<file path="config.mk">
export PLATFORM = sky130hd
export DESIGN_NAME = layer_output_collector
export DESIGN_NICKNAME = d
export VERILOG_FILES = /design/src/rtl/layer_output_collector.sv
export SDC_FILE = /design/constraint.sdc
export NUM_CORES = 1
export LEC_CHECK = 0
export CAP_MARGIN = 5
export CORE_UTILIZATION = 49
export DETAILED_ROUTE_END_ITERATION = 16
export PLACE_DENSITY = 0.72
export RECOVER_POWER = 50
export SYNTH_ARGS = -nofsm -noshare
export SYNTH_HDL_FRONTEND = slang
export SYNTH_SLANG_ARGS = --single-unit
</file>
<file path="constraint.sdc">
create_clock -name clk -period 2.82 [get_ports clk]
set_input_delay 0.282 -clock clk [delete_from_list [all_inputs] [get_ports clk]]
set_output_delay 0.282 -clock clk [all_outputs]
set_load 0.02 [all_outputs]
</file>
<file path="src/rtl/layer_output_collector.sv">
// layer_output_collector
//   Collects the serial activation stream of a fully-connected layer into
//   double-buffered vector banks. Each completed vector is presented in
//   parallel together with its maximum word and the index of that maximum.
//
// Ports
//   clk        rising-edge clock
//   reset      synchronous, active-high
//   s_valid    upstream word valid
//   s_ready    a word can be accepted this cycle
//   data_in    upstream signed word
//   v_valid    a completed vector is presented
//   v_ready    downstream accepts the presented vector
//   v_data     packed vector, word k at [k*T +: T], word 0 received first
//   v_max      largest word of the presented vector
//   v_argmax   index of v_max, lowest index on ties
//   vec_count  vectors delivered downstream, modulo 256
module layer_output_collector #(
  parameter int M    = 8,
  parameter int T    = 16,
  parameter int LOGM = 3
) (
  input  logic                clk,
  input  logic                reset,
  input  logic                s_valid,
  output logic                s_ready,
  input  logic signed [T-1:0] data_in,
  output logic                v_valid,
  input  logic                v_ready,
  output logic [M*T-1:0]      v_data,
  output logic signed [T-1:0] v_max,
  output logic [LOGM-1:0]     v_argmax,
  output logic [7:0]          vec_count
);

  localparam logic [LOGM-1:0] LAST = LOGM'(M - 1);

  logic signed [T-1:0] bank_mem [2][M];
  logic signed [T-1:0] bank_max [2];
  logic [LOGM-1:0]     bank_arg [2];

  logic [1:0]          full;
  logic                wr_bank;
  logic                rd_bank;
  logic [LOGM-1:0]     word_idx;
  logic signed [T-1:0] run_max;
  logic [LOGM-1:0]     run_idx;

  logic                beat;
  logic                last_beat;
  logic                deliver;
  logic                take;
  logic signed [T-1:0] max_next;
  logic [LOGM-1:0]     idx_next;
  logic [1:0]          full_next;

  // The first word of a vector always seeds the running max; later words
  // replace it only when strictly larger, so ties keep the lower index.
  function automatic logic take_new(input logic                first,
                                    input logic signed [T-1:0] cand,
                                    input logic signed [T-1:0] cur);
    return first || (cand > cur);
  endfunction

  // Both handshake qualifiers depend only on registered flags.
  assign s_ready   = !reset && !full[wr_bank];
  assign v_valid   = full[rd_bank];
  assign beat      = s_valid && s_ready;
  assign last_beat = beat && (word_idx == LAST);
  assign deliver   = v_valid && v_ready;

  always_comb begin
    take     = take_new(word_idx == '0, data_in, run_max);
    max_next = take ? data_in : run_max;
    idx_next = take ? word_idx : run_idx;
  end

  // Completion and delivery always address different banks, so both
  // updates can apply in the same cycle.
  always_comb begin
    full_next = full;
    if (last_beat) full_next[wr_bank] = 1'b1;
    if (deliver)   full_next[rd_bank] = 1'b0;
  end

  always_ff @(posedge clk) begin
    if (reset) begin
      full      <= '0;
      wr_bank   <= 1'b0;
      rd_bank   <= 1'b0;
      word_idx  <= '0;
      run_max   <= '0;
      run_idx   <= '0;
      vec_count <= '0;
    end else begin
      full <= full_next;
      if (beat) begin
        run_max <= max_next;
        run_idx <= idx_next;
        if (last_beat) begin
          wr_bank  <= !wr_bank;
          word_idx <= '0;
        end else begin
          word_idx <= word_idx + LOGM'(1);
        end
      end
      if (deliver) begin
        rd_bank   <= !rd_bank;
        vec_count <= vec_count + 8'd1;
      end
    end
  end

  // Bank contents carry no reset; validity is tracked solely by full.
  always_ff @(posedge clk) begin
    if (beat) begin
      bank_mem[wr_bank][word_idx] <= data_in;
    end
    if (last_beat) begin
      bank_max[wr_bank] <= max_next;
      bank_arg[wr_bank] <= idx_next;
    end
  end

  always_comb begin
    v_data = '0;
    for (int k = 0; k < M; k++) begin
      v_data[k*T +: T] = bank_mem[rd_bank][k];
    end
    v_max    = bank_max[rd_bank];
    v_argmax = bank_arg[rd_bank];
  end

endmodule

</file>
# Yosys cells after proc, flatten, opt, wreduce, memory -nomap -nowiden
# Memory sizes are Yosys's and may differ from the RTL's. A register that Yosys moved wholly into a read port is not among the register bits.
# Index checks and enable logic that the tools add are counted.
totals:
  reg_bits: 34
  wordCells: 63
  input_bits: 20
  mem_count: 3
  ramBits: 294
mem_list:
  columns: ["name", "depth", "word_bits", "read_ports", "rd_clocked_by_memory_dff", "wr", "line", "text"]
  rows:
  - ["bank_mem", 2, 128, 1, 1, 1, "38", "logic signed [T-1:0] bank_mem [2][M];"]
  - ["bank_max", 2, 16, 1, 1, 1, "39", "logic signed [T-1:0] bank_max [2];"]
  - ["bank_arg", 2, 3, 1, 1, 1, "40", "logic [LOGM-1:0] bank_arg [2];"]
op_classes:
  n_mux: 25
  n_bitwise: 4
  reduce_logical: 14
  magnitude_cmp: 7
  eq_ne: 1
  n_addsub: 2
op_table:
  columns: ["operator", "n"]
  rows:
  - ["128-bit 2-to-1 mux", 1]
  - ["16-bit demux with 3-bit select", 1]
  - ["16-bit 2-to-1 mux", 2]
  - ["16-bit > comparator", 1]
  - ["1-bit 2-to-1 mux", 15]
  - ["8-bit by 1-bit adder with 8-bit output (second input constant)", 1]
  - ["1-bit logical AND", 7]
  - ["3-bit 2-to-1 mux", 2]
  - ["4-bit >= comparator (second input constant)", 1]
  - ["1-bit logical NOT", 4]
  - ["1-bit by 2-bit < comparator with 1-bit output (second input constant)", 2]
  - ["4-bit by 1-bit < comparator with 1-bit output (second input constant)", 1]
  - ["2-bit 2-to-1 mux", 2]
  - ["3-bit NOT with 4-bit output", 1]
  - ["3-bit by 1-bit adder with 3-bit output (second input constant)", 1]
  - ["3-bit equality test (second input constant)", 1]
  - ["3-bit logical NOT", 1]
  - ["2-bit AND", 1]
  - ["1-bit demux with 1-bit select", 2]
  - ["1-bit >= comparator (second input constant)", 2]
  - ["2-bit NOT", 1]
  - ["2-bit bitwise OR", 1]
  - ["2-bit AND reduction", 1]
  - ["1-bit logical OR", 1]

# Logic depth before layout (Yosys ltp)
depth:
  depth_word: 9
  depth_mapped: 11

# Worst setup path after synthesis
# Ideal clock, no wire load.
synth_timing:
  path_kind: "reg-to-reg"
  startpoint: "register run_max[15]"
  endpoint: "memory bank_arg[0][0] (data pin)"
  stages_incl_launch_ff: 10
  arrival_time_ps: 2461
  setup_time_ps: 262
  slack_ps: 97
  n_path_buf: 1
  synth_period_minus_slack_ps: 2723
  path_cell_list: "dfxtp_1 -> inv_1 -> ha_1 -> nand4_1 -> or2_1 -> a211o_1 -> a31o_2 -> a31oi_4 -> buf_12 -> mux2_4"
synth_via:
  elab_chain_len: 3
synth_rtl:
  columns: ["item", "line", "text"]
  rows:
  - ["start, declared", "46", "logic signed [T-1:0] run_max;"]
  - ["start signal, assigned", "98", "run_max <= max_next;"]
  - ["16-bit > comparator", "62", "return first || (cand > cur);"]
  - ["1-bit logical OR", "62", null]
  - ["3-bit 2-to-1 mux", "75", "idx_next = take ? word_idx : run_idx;"]
  - ["named net idx_next[0]", "54", "logic [LOGM-1:0] idx_next;"]
  - ["end, declared", "40", null]
# The timed path passes the listed nets, and every way through them passes these cells.

# Final worst setup path
layout_timing:
  startpoint: "input port data_in[15]"
  endpoint: "memory bank_max[1][8] (data pin)"
layout_via:
  elab_chain_len: 3
layout_rtl:
  columns: ["item", "line", "text"]
  rows:
  - ["start, declared", "27", "input logic signed [T-1:0] data_in,"]
  - ["16-bit > comparator", "62", null]
  - ["1-bit logical OR", "62", null]
  - ["16-bit 2-to-1 mux", "74", "max_next = take ? data_in : run_max;"]
  - ["named net max_next[8]", "53", "logic signed [T-1:0] max_next;"]
  - ["end, declared", "39", null]
# The timed path passes the listed nets, and every way through them passes these cells.

==> run summary <==
CTS buffer count - 34
number of search-and-repair iterations in the first detailed-routing pass - 5
H-tree depth reported by CTS - 2
maximum resistive drop on vdd - 445 µV
Post-Syn Nets - 786
CTS max path bufs - 3
WP data arrival - 3.04 ns
HPWL after detailed placement - 19300 µm
proportion of netlist area held by the largest area contributor - 68.4%
drc violations - 0
max layer used - met4
run status - finished, final reports clean
share of the core filled with cells in the final layout - 63.9%
final slew viol count - 0
detailed-routed wire length on met2 - 15900 µm
CTS sink cnt - 329
die outline width - 164 µm
top area cells in the synthesized netlist - edfxtp_1 68%, mux2_2 14%, dfxtp_1 5.4%, ha_1 1.9%, a21oi_1 1.2%
number of synthesized register bits - 329
floorplan row count - 59
Total Routed Length - 30700 µm
normalized max-slew margin - 7.99%
Post-DP Area - 0.0155 mm²
NumNets Final - 1037
sum of met3 wire segment lengths after detailed routing - 1530 µm
Crit. End Element - flop
actual slew at the worst max-slew pin - 1.38 ns
distinct cell type count after synthesis - 45
Diodes inserted - 0
cell taking the most area after synthesis - edfxtp_1
share of synthesized flip-flops with an asynchronous set or reset - 0%
number of enable flip-flop cells after synthesis - 294
Setup CP Type - in -> reg
Worst R2R Path Depth - 9
post-route cell area - 0.0166 mm²
startpoint kind of the worst setup timing path - input pin
skew final - 0.0193 ns
quantity of I/O buffers inserted on ports - 176
wire per inst - 22.7 µm
final estimated routing congestion in global placement - 0.821
launch point of the worst hold path - run_idx[0]$_SDFFE_PP0P_
placed cells - 1288
max_cap viols - 0
vertical die dimension - 164 µm
Core Area - 0.0260 mm²
endpoint of the worst hold-timing path - run_idx[0]$_SDFFE_PP0P_
Buffers & Inverters on Critical Path - 2
Critical-path top delay cell - dlygate4sd3_1
Reg2Reg Launch Point - run_max[12]$_SDFFE_PP0P_
cell count after synthesis - 746
total via count in the routed design - 7498
hold bufs inserted after CTS - 0
drt first-iter violations - 535
most frequent cell after synthesis - edfxtp_1
crit-path max FO - 4
Hold Violations, Final - 0
wire length of the first global-routing pass - 43700 µm
Largest stage delay, worst path - 0.60 ns
cells traversed along the worst timing path - dlygate4sd3_1 -> ha_1 -> nand4_1 -> or2_1 -> a211o_1 -> a31o_4 -> a31oi_4 -> clkbuf_16 -> mux2_2
global-route usage over all layers - 22.6%
total leakage power - 5.59 nW
setup slack after layout - 0.0239 ns
Place WS - -0.387 ns
period utilisation layout - 99.2%
grt total ovfl - 0
number of stages on the worst hold path - 2
clk_lat worst skew - 0.51 ns
cell types with the highest counts after synthesis - 294 x edfxtp_1, 156 x mux2_2, 35 x dfxtp_1
clock transition at the registers of the reported paths - 0.06 ns
initial core utilization - 49.7%
type of the tightest min-delay check - reg -> reg
vias in the first global route - 7385
Pwr Density - 600 mW/mm²
TritonCTS clock tree - built
critical register-to-register path endpoint - bank_max[1][8]$_DFFE_PP_
maximum number of pins on one net before global-route repair - 46
count of placed standard cells in the final layout, fillers left out - 1355
count of synthesis-stage warnings from yosys - 0
routed metal-1 wire length - 12500 µm
Main synth FF type - edfxtp_1
kind of cell adding the most delay to the critical path - compound AO/OA/AOI/OAI gates
average instance area after synthesis - 17.3 µm²
number of ports placed on the die boundary - 177
die footprint - 0.0270 mm²
post-synthesis sequential area ratio - 73.8%
Setup-failing EPs final - 0
netlist area before placement - 0.0129 mm²
Critical Path RT - 3.07 ns
R2R setup slack - 0.03 ns
highest achievable clock rate - 358 MHz
area growth from synthesis to layout - 28.7%
number of nets with antenna violations after detailed routing - 0
final period demand of the worst path - 2.80 ns
via-per-instance ratio - 5.53
cell chosen for the clock root - clkbuf_16
smallest hold slack - 0.495 ns
ratio of cells with drive above 1 in the final layout - 28.2%
antenna violations before repair - 0
repair_timing:
item                                    in CTS  in global routing
gates resized for setup                      0                 27
endpoints found under the setup margin       0                 54
endpoints found under the hold margin        0                  0
setup buffers                                0                  5
worst max path at each step:
stage,from,endpoint,depth (start not counted)
finish,data_in[15],bank_max[1][8]$_DFFE_PP_,9
global route,run_max[7]$_SDFFE_PP0P_,bank_max[1][7]$_DFFE_PP_,9
CTS,run_max[15]$_SDFFE_PP0P_,bank_max[1][11]$_DFFE_PP_,11
detailed placement,data_in[11],bank_max[1][11]$_DFFE_PP_,9
global placement,data_in[11],bank_max[0][10]$_DFFE_PP_,9
floorplan,run_max[15]$_SDFFE_PP0P_,bank_arg[0][0]$_DFFE_PP_,9
cells by family (layout without fill, tap and decap cells):
group | count (synthesis) | in the layout | synth area share (%)
compound gates | 75 | 75 | 3.61
xor+xnor | 5 | 5 | 0.339
fa+ha+maj | 20 | 20 | 1.94
buf+inv | 52 | 326 | 1.64
flops | 329 | 329 | 73.8
mux | 168 | 168 | 14.9
simple gates | 97 | 97 | 3.74
routing by layer:
layer,vias up,global-route usage (%)
li1,3383,-
met2,255,39.2
met4,0,7.74
met3,54,3.64
met5,-,0
met1,3806,28.7
metrics by stage:
step / TNS [ns] / total power [mW]
global placement: -12.98 / 5.91
CTS: 0 / 10.0
detailed placement: -15.68 / 5.93
global route: -0.157 / 10.3
finish: 0 / 9.97
floorplan: 0 / 5.66
sequential cells by signal, summed over array words and instances, names as in the netlist, named ones only:
signal / flops
bank_mem: 256
bank_max: 32
run_max: 16
vec_count: 8
bank_arg: 6
run_idx: 3
word_idx: 3
full: 2
rd_bank: 1
wr_bank: 1
report_power, final:
part           switching, mW  leakage, nW  total, mW  internal [mW]
sequential            0.0250         2.94       5.37           5.34
combinational          0.295         2.15      0.484          0.190
clock                   1.73        0.494       4.12           2.39
cells in the final DEF, fill, tap and decap left out, types with 3 or more instances in the layout:
master           instances
edfxtp_1               294
mux2_2                 155
clkdlybuf4s50_1        152
buf_4                   38
clkbuf_16               37
a21oi_1                 31
clkbuf_1                25
dfxtp_1                 24
dlygate4sd3_1           23
o21ai_0                 22
nor2_1                  22
nand3_1                 22
inv_1                   20
ha_1                    17
nand2_1                 16
mux2_4                  10
nand4_1                  9
clkinv_1                 8
clkbuf_2                 7
dfxtp_2                  6
dfxtp_4                  5
xor2_1                   4
a211oi_1                 4
clkinv_2                 4
buf_12                   4
or3_1                    3
nor3_1                   3
nand2b_1                 3
nor2b_1                  3
and3_1                   3
nor3_2                   3
ha_4                     3
layout make-up:
type | count | area, µm²
sequential | 329 | 9560
fill | 1875 | 9370
multi-input combinational | 365 | 3250
timing repair buffer | 245 | 2280
clock buffer | 43 | 916
tap | 335 | 419
clock inverter | 16 | 104
inverter | 22 | 82.6
worst reg2reg max path, cell delays in order (launching register included):
cell	delay (ns)
dfxtp_2	0.34
inv_1	0.09
ha_1	0.29
nand4_1	0.12
or2_1	0.26
a211o_1	0.31
a31o_4	0.27
a31oi_4	0.31
clkbuf_16	0.23
mux2_2	0.34
Note: power is estimated with default switching activity, not from simulation.
